$ cat src/rtl/genius_pkg.sv
// Shared types for the button-press path: colour encoding, collector states
// and small helpers that classify the active-low button vector.
// Optional feature macro: PRESS_TIMEOUT_EN (adds the EXPIRED state).
package genius_pkg;

   typedef logic [1:0] color_t;

   localparam color_t COLOR_0 = 2'd0;
   localparam color_t COLOR_1 = 2'd1;
   localparam color_t COLOR_2 = 2'd2;
   localparam color_t COLOR_3 = 2'd3;

`ifdef PRESS_TIMEOUT_EN
   typedef enum logic [1:0] {
      DISARMED = 2'd0,
      ARMED    = 2'd1,
      EXPIRED  = 2'd2
   } press_state_t;
`else
   typedef enum logic [1:0] {
      DISARMED = 2'd0,
      ARMED    = 2'd1
   } press_state_t;
`endif

   // Number of buttons held low in the active-low vector {BTN3..BTN0}.
   function automatic logic [2:0] count_low(input logic [3:0] btn_n);
      logic [2:0] n;
      n = 3'd0;
      for (int i = 0; i < 4; i++) begin
         if (!btn_n[i]) n = n + 3'd1;
      end
      return n;
   endfunction

   // Colour of the lowest-numbered low button; only meaningful when exactly one is low.
   function automatic color_t encode_btn(input logic [3:0] btn_n);
      color_t c;
      c = COLOR_0;
      if      (!btn_n[0]) c = COLOR_0;
      else if (!btn_n[1]) c = COLOR_1;
      else if (!btn_n[2]) c = COLOR_2;
      else if (!btn_n[3]) c = COLOR_3;
      return c;
   endfunction

endpackage

$ cat src/rtl/press_fifo.sv
// First-word fall-through FIFO of colour codes.
// Ports:
//   clk_i, rst_ni      clock, synchronous active-low reset
//   wr_en_i, wr_data_i push request and data (dropped if full without a pop)
//   rd_en_i            pop request (ignored while empty)
//   head_o, valid_o    registered head entry and non-empty flag
//   count_o            number of entries held
//   full_o, empty_o    status flags
module press_fifo
   import genius_pkg::*;
#(
   parameter int unsigned  DEPTH = 4,
   localparam int unsigned PTR_W = $clog2(DEPTH),
   localparam int unsigned CNT_W = $clog2(DEPTH) + 1
) (
   input  logic             clk_i,
   input  logic             rst_ni,
   input  logic             wr_en_i,
   input  color_t           wr_data_i,
   input  logic             rd_en_i,
   output color_t           head_o,
   output logic             valid_o,
   output logic [CNT_W-1:0] count_o,
   output logic             full_o,
   output logic             empty_o
);

   color_t             mem_q [DEPTH];
   logic [PTR_W-1:0]   wr_ptr_q, wr_ptr_d;
   logic [PTR_W-1:0]   rd_ptr_q, rd_ptr_d;
   logic [CNT_W-1:0]   count_q, count_d;
   color_t             head_q, head_d;
   logic               valid_q, valid_d;
   logic               do_rd, do_wr;

   assign full_o  = (count_q == CNT_W'(DEPTH));
   assign empty_o = (count_q == '0);

   // Pointer, count and head update.
   always_comb begin
      do_rd    = rd_en_i && !empty_o;
      do_wr    = wr_en_i && (!full_o || do_rd);
      wr_ptr_d = wr_ptr_q;
      rd_ptr_d = rd_ptr_q;
      count_d  = count_q;
      head_d   = head_q;

      if (do_wr) wr_ptr_d = wr_ptr_q + PTR_W'(1);
      if (do_rd) rd_ptr_d = rd_ptr_q + PTR_W'(1);

      if (do_wr && !do_rd)      count_d = count_q + CNT_W'(1);
      else if (!do_wr && do_rd) count_d = count_q - CNT_W'(1);

      // Head holds its last value when the FIFO drains; with one entry left the
      // slot after the head is exactly where a same-cycle write lands.
      if (do_rd) begin
         if (count_q > CNT_W'(1)) head_d = mem_q[rd_ptr_d];
         else if (do_wr)          head_d = wr_data_i;
      end else if (do_wr && empty_o) begin
         head_d = wr_data_i;
      end

      valid_d = (count_d != '0);
   end

   // Control registers.
   always_ff @(posedge clk_i) begin
      if (!rst_ni) begin
         wr_ptr_q <= '0;
         rd_ptr_q <= '0;
         count_q  <= '0;
         head_q   <= COLOR_0;
         valid_q  <= 1'b0;
      end else begin
         wr_ptr_q <= wr_ptr_d;
         rd_ptr_q <= rd_ptr_d;
         count_q  <= count_d;
         head_q   <= head_d;
         valid_q  <= valid_d;
      end
   end

   // Storage array; contents are only observable through the pointers.
   always_ff @(posedge clk_i) begin
      if (do_wr) mem_q[wr_ptr_q] <= wr_data_i;
   end

   assign head_o  = head_q;
   assign valid_o = valid_q;
   assign count_o = count_q;

endmodule

$ cat src/rtl/press_collector.sv
// Collects single button presses into a FWFT queue while the player input
// phase is armed; flags simultaneous presses and presses dropped when full.
// Optional feature macro: PRESS_TIMEOUT_EN (idle timer, EXPIRED state, TIMEOUT port).
// Ports:
//   CLK, RST_N           clock, synchronous active-low reset
//   BTN0..BTN3           one-cycle active-low press pulses
//   ARM                  input phase active
//   PRESS_READY          consumer pops the head entry
//   PRESS_VALID/COLOR    head entry present / its colour
//   FIFO_COUNT           entries held
//   MULTI_ERR, OVERFLOW  one-cycle error pulses
//   TIMEOUT              one-cycle idle-expiry pulse (PRESS_TIMEOUT_EN only)
module press_collector
   import genius_pkg::*;
#(
   parameter int unsigned  FIFO_DEPTH     = 4,
   parameter int unsigned  TIMEOUT_CYCLES = 50000000,
   localparam int unsigned CNT_W          = $clog2(FIFO_DEPTH) + 1
) (
   input  logic             CLK,
   input  logic             RST_N,
   input  logic             BTN0,
   input  logic             BTN1,
   input  logic             BTN2,
   input  logic             BTN3,
   input  logic             ARM,
   input  logic             PRESS_READY,
   output logic             PRESS_VALID,
   output color_t           PRESS_COLOR,
   output logic [CNT_W-1:0] FIFO_COUNT,
   output logic             MULTI_ERR,
`ifdef PRESS_TIMEOUT_EN
   output logic             OVERFLOW,
   output logic             TIMEOUT
`else
   output logic             OVERFLOW
`endif
);

   // Elaboration-time parameter legality.
   if (FIFO_DEPTH < 2 || FIFO_DEPTH > 16 || (FIFO_DEPTH & (FIFO_DEPTH - 1)) != 0) begin : g_bad_depth
      $error("press_collector: FIFO_DEPTH must be a power of two in 2..16");
   end
   if (TIMEOUT_CYCLES < 2) begin : g_bad_timeout
      $error("press_collector: TIMEOUT_CYCLES must be at least 2");
   end

   press_state_t state_q, state_d;
   logic         multi_q, multi_d;
   logic         ovf_q, ovf_d;

   logic [3:0]   btn_n;
   logic [2:0]   n_low;
   color_t       press_color;
   logic         is_armed, pop, fits, accept;

   logic         fifo_full, fifo_empty;

`ifdef PRESS_TIMEOUT_EN
   localparam int unsigned TIMER_W = $clog2(TIMEOUT_CYCLES);
   localparam logic [TIMER_W-1:0] TIMER_LAST = TIMER_W'(TIMEOUT_CYCLES - 1);

   logic [TIMER_W-1:0] timer_q, timer_d;
   logic               timeout_q, timeout_d;
`endif

   assign btn_n       = {BTN3, BTN2, BTN1, BTN0};
   assign n_low       = count_low(btn_n);
   assign press_color = encode_btn(btn_n);
   assign is_armed    = (state_q == ARMED);
   assign pop         = !fifo_empty && PRESS_READY;
   // A full FIFO still takes a press when the head leaves in the same cycle.
   assign fits        = !fifo_full || pop;
   assign accept      = is_armed && (n_low == 3'd1) && fits;

   // Next-state and pulse logic.
   always_comb begin
      state_d = state_q;
      multi_d = 1'b0;
      ovf_d   = 1'b0;
`ifdef PRESS_TIMEOUT_EN
      timer_d   = timer_q;
      timeout_d = 1'b0;
`endif

      multi_d = is_armed && (n_low >= 3'd2);
      ovf_d   = is_armed && (n_low == 3'd1) && !fits;

      case (state_q)
         DISARMED: begin
`ifdef PRESS_TIMEOUT_EN
            timer_d = '0;
`endif
            if (ARM) state_d = ARMED;
         end
         ARMED: begin
            if (!ARM) begin
               state_d = DISARMED;
            end
`ifdef PRESS_TIMEOUT_EN
            // An accepted press in the terminal cycle restarts the window.
            else if (accept) begin
               timer_d = '0;
            end else if (timer_q == TIMER_LAST) begin
               state_d   = EXPIRED;
               timeout_d = 1'b1;
            end else begin
               timer_d = timer_q + TIMER_W'(1);
            end
`endif
         end
`ifdef PRESS_TIMEOUT_EN
         EXPIRED: begin
            if (!ARM) state_d = DISARMED;
         end
`endif
         default: state_d = DISARMED;
      endcase
   end

   // State and pulse registers.
   always_ff @(posedge CLK) begin
      if (!RST_N) begin
         state_q <= DISARMED;
         multi_q <= 1'b0;
         ovf_q   <= 1'b0;
      end else begin
         state_q <= state_d;
         multi_q <= multi_d;
         ovf_q   <= ovf_d;
      end
   end

`ifdef PRESS_TIMEOUT_EN
   // Idle timer registers.
   always_ff @(posedge CLK) begin
      if (!RST_N) begin
         timer_q   <= '0;
         timeout_q <= 1'b0;
      end else begin
         timer_q   <= timer_d;
         timeout_q <= timeout_d;
      end
   end

   assign TIMEOUT = timeout_q;
`endif

   press_fifo #(
      .DEPTH (FIFO_DEPTH)
   ) u_fifo (
      .clk_i     (CLK),
      .rst_ni    (RST_N),
      .wr_en_i   (accept),
      .wr_data_i (press_color),
      .rd_en_i   (PRESS_READY),
      .head_o    (PRESS_COLOR),
      .valid_o   (PRESS_VALID),
      .count_o   (FIFO_COUNT),
      .full_o    (fifo_full),
      .empty_o   (fifo_empty)
   );

   assign MULTI_ERR = multi_q;
   assign OVERFLOW  = ovf_q;

endmodule
$ cat config.mk
export PLATFORM = sky130hd
export DESIGN_NAME = press_collector
export DESIGN_NICKNAME = d
export VERILOG_FILES = /design/src/rtl/genius_pkg.sv /design/src/rtl/press_fifo.sv /design/src/rtl/press_collector.sv
export SDC_FILE = /design/constraint.sdc
export NUM_CORES = 1
export LEC_CHECK = 0
export ABC_AREA = 1
export BUFFER_PORTS_ARGS = -buffer_cell sky130_fd_sc_hd__buf_4
export CAP_MARGIN = 20
export CELL_PAD_IN_SITES_DETAIL_PLACEMENT = 1
export CELL_PAD_IN_SITES_GLOBAL_PLACEMENT = 1
export CORE_ASPECT_RATIO = 1.4
export CORE_UTILIZATION = 30
export CTS_CLUSTER_SIZE = 25
export DETAILED_ROUTE_END_ITERATION = 10
export PLACE_DENSITY_LB_ADDON = 0.2
export SKIP_LAST_GASP = 1
export SYNTH_ARGS = -nofsm -noshare
export SYNTH_HDL_FRONTEND = slang
export SYNTH_SLANG_ARGS = --single-unit
$ cat constraint.sdc
create_clock -name CLK -period 2.3 [get_ports CLK]
set_input_delay 0.46 -clock CLK [delete_from_list [all_inputs] [get_ports CLK]]
set_output_delay 0.46 -clock CLK [all_outputs]
set_load 0.02 [all_outputs]
==> metrics <==
outcome=finished, final reports clean; Clk Latency, worst-skew pair=260 ps; Rows=27; post-synth top area cell=dfxtp_1; fraction of the mapped netlist area in compound gates=0.0724; synthesized area per cell=7.81 µm²; Buf/Inv on CP=4; number of diodes=0; # nets final=216; largest stage delay on the critical path=250 ps; Lkg Pwr=0.834 nW; Mapped Nets=185; initial antenna violation count=0; RSZ-0062 raised after global routing=no; cell with the largest stage delay on the worst path=ha_1; Synth Area in Simple Gates=0.318; fin area=1640 µm²; dpl cell area=1570 µm²; largest net degree at the start of global routing=12; DR iter-0 viols=17; ratio of cells with drive above 1 in the final layout=0.327; via count=1105; final hold viol count=0; fin crit period=2140 ps; DIE HEIGHT=79.8 µm; Root Buffer=clkbuf_8; final antenna-violating net count=0; max-cap violations=0; Layout area overhead=26.5%; synthesized area=1300 µm²; DRC violations left=0; IO Count=16; Ys Warns=0; top post-synthesis cells by area=dfxtp_1 (20%), edfxtp_1 (19%), ha_1 (11%), nand2_1 (9.8%), inv_1 (9.6%); CTS tree=done; dominant synthesized flop cell=dfxtp_1; core area=4020 µm²; Sink Count=21; ys async rst share=0; #FFs+latches synth=21; crit path DAT=2100 ps; Overall Global Routing Usage=0.146; Max IR drop VDD=0.000251 V; top cells by count, synth=nand2_1 (34), inv_1 (33), dfxtp_1 (13), nand3_1 (12); count leader, synth=nand2_1; DR WL/cell=12.3 µm; WS Path Type=primary input to flop; register area share after synthesis=0.386; post-synthesis mux area share=0; Port-buffer cells=15; Setup TNS=0 ps; detailed placement HPWL=2.45 mm; Critical Path Most Common Cell=nand2_2; Startpoint Class=primary input; measured slew at the worst slew-check pin=690 ps; first-pass GRT wire length=5.09 mm; setup skew after layout=7.64 ps; Power per Cell Area=889 nW/µm²; WHS=381 ps; Post-Syn Instances=166; Total Power=1.46 mW; final worst-path cycle share=0.930; Worst EP required=2260 ps; die width=57.6 µm; Post-synth EDFFs=8; main combinational cell family by area after synthesis=simple AND/OR/NAND/NOR gates; HP Class=primary input to flop; adder-cell area share of the yosys netlist=0.106; global route total overflow=0; Yosys cell types=25; vias in the first global route=1143; DRT Pass-1 Iters=2; CTS Buffer Depth=2; Slew headroom=0.537; Filler Cell Count=513; CP endpoint kind=flop; final max-slew violation count=0; CP max FO=8; Reg clk slew, reported paths=80 ps; setup violators final=0; routability cong.=0.791; Num CTS Buffers=3; Post-Synth XOR/XNOR Area=0.00676; maximum clock frequency=467 MHz; Initial Util=0.322; post-DR vias/cell=4.62; Yosys top cell area share=0.201; CTS HTree Levels=1; CP top delay family=simple AND/OR/NAND/NOR gates; CP cell instances=buf_6 > inv_4 > ha_4 > inv_4 > nand2_2 > nand2_1 > inv_1 > ha_1 > or2_1 > nand2_2 > nand2_2 > nor2_4 > nand2_4 > nor2_2; total die area=4590 µm²; routed wire length=2.95 mm
-- where the power goes --
part / internal [mW] / leakage (nW) / switching [mW]
Sequential: 0.445 / 0.180 / 0.0454
Combinational: 0.274 / 0.632 / 0.454
Clock: 0.123 / 0.0228 / 0.117
-- area by class of cell --
type / instances / area, µm² / share of cell area
Timing Repair Buffer: 27 / 210 / 0.128
Sequential cell: 21 / 500 / 0.305
Multi-Input combinational cell: 107 / 684 / 0.417
Clock buffer: 4 / 45.0 / 0.0275
Inverter: 37 / 146 / 0.0892
Tap cell: 43 / 53.8 / 0.0328
-- per-layer routing --
layer  GRT usage  part of all wire  wire length, µm  vias up
met2       0.276              0.54             1590       17
li1            -                 -                -      573
met1       0.150              0.41             1210      509
met3      0.0243             0.023               67        6
met5           0                 0                0        -
met4      0.0756             0.027               80        0
-- sequential cells by signal, indices dropped and copies added, names as in the netlist --
register         flops
u_fifo.mem_q         8
u_fifo.valid_o       1
OVERFLOW             1
state_q              1
MULTI_ERR            1
u_fifo.rd_ptr_q      2
u_fifo.head_o        2
u_fifo.wr_ptr_q      2
u_fifo.count_o       3
-- metrics by stage --
stage / setup WS (ps) / util / std cells
6_report: 161 / 0.408 / 239
5_1_grt: 17.7 / 0.408 / 239
4_1_cts: 9.44 / 0.401 / 238
3_5_place_dp: -263 / 0.390 / 234
3_3_place_gp: -186 / 0.390 / 234
2_1_floorplan: 22.4 / - / 166
-- cells in the final DEF, fill, tap and decap left out, drive strengths merged --
cell	instances
nor2	13
xnor2	1
ha	11
dfxtp	13
clkbuf	4
nand4	1
a21oi	7
edfxtp	8
or2	1
nor3	1
o21ai	7
buf	27
inv	37
a211oi	1
nand3	17
nand3b	1
nand2	45
o22ai	1
-- repair_timing --
| item | in CTS | in global routing |
|---|---|---|
| setup endpoints to repair | 0 | 16 |
| hold buffers | 0 | 0 |
| resized for setup | 0 | 10 |
| buffers inserted | 0 | 1 |
-- kinds of logic (layout without fill, tap and decap cells) --
family          Yosys count  in the layout
simple gates             79             79
buf+inv                  38             68
flops                    21             21
compound gates           16             16
fa+ha+maj                11             11
xor+xnor                  1              1
-- tightest hold or removal path, cell delays in order --
cell     delay [ps]
buf_4            80
nand2_1          40
inv_1            40
-- final timing paths --
kind                                   endpoint                         start  slack, ps  cells after the start
setup / recovery   u_fifo.mem_q[3][1]$_DFFE_PP_                          BTN1        160                     14
hold / removal          state_q[0]$_SDFFE_PN0P_                           ARM        380                      3
setup reg to reg  u_fifo.head_o[0]$_SDFFE_PN0P_  u_fifo.count_o[0]$_SDFF_PN0_        450                     10
hold reg to reg            MULTI_ERR$_SDFF_PN0_       state_q[0]$_SDFFE_PN0P_        450                      2
Power figures use the tool's default switching activity.
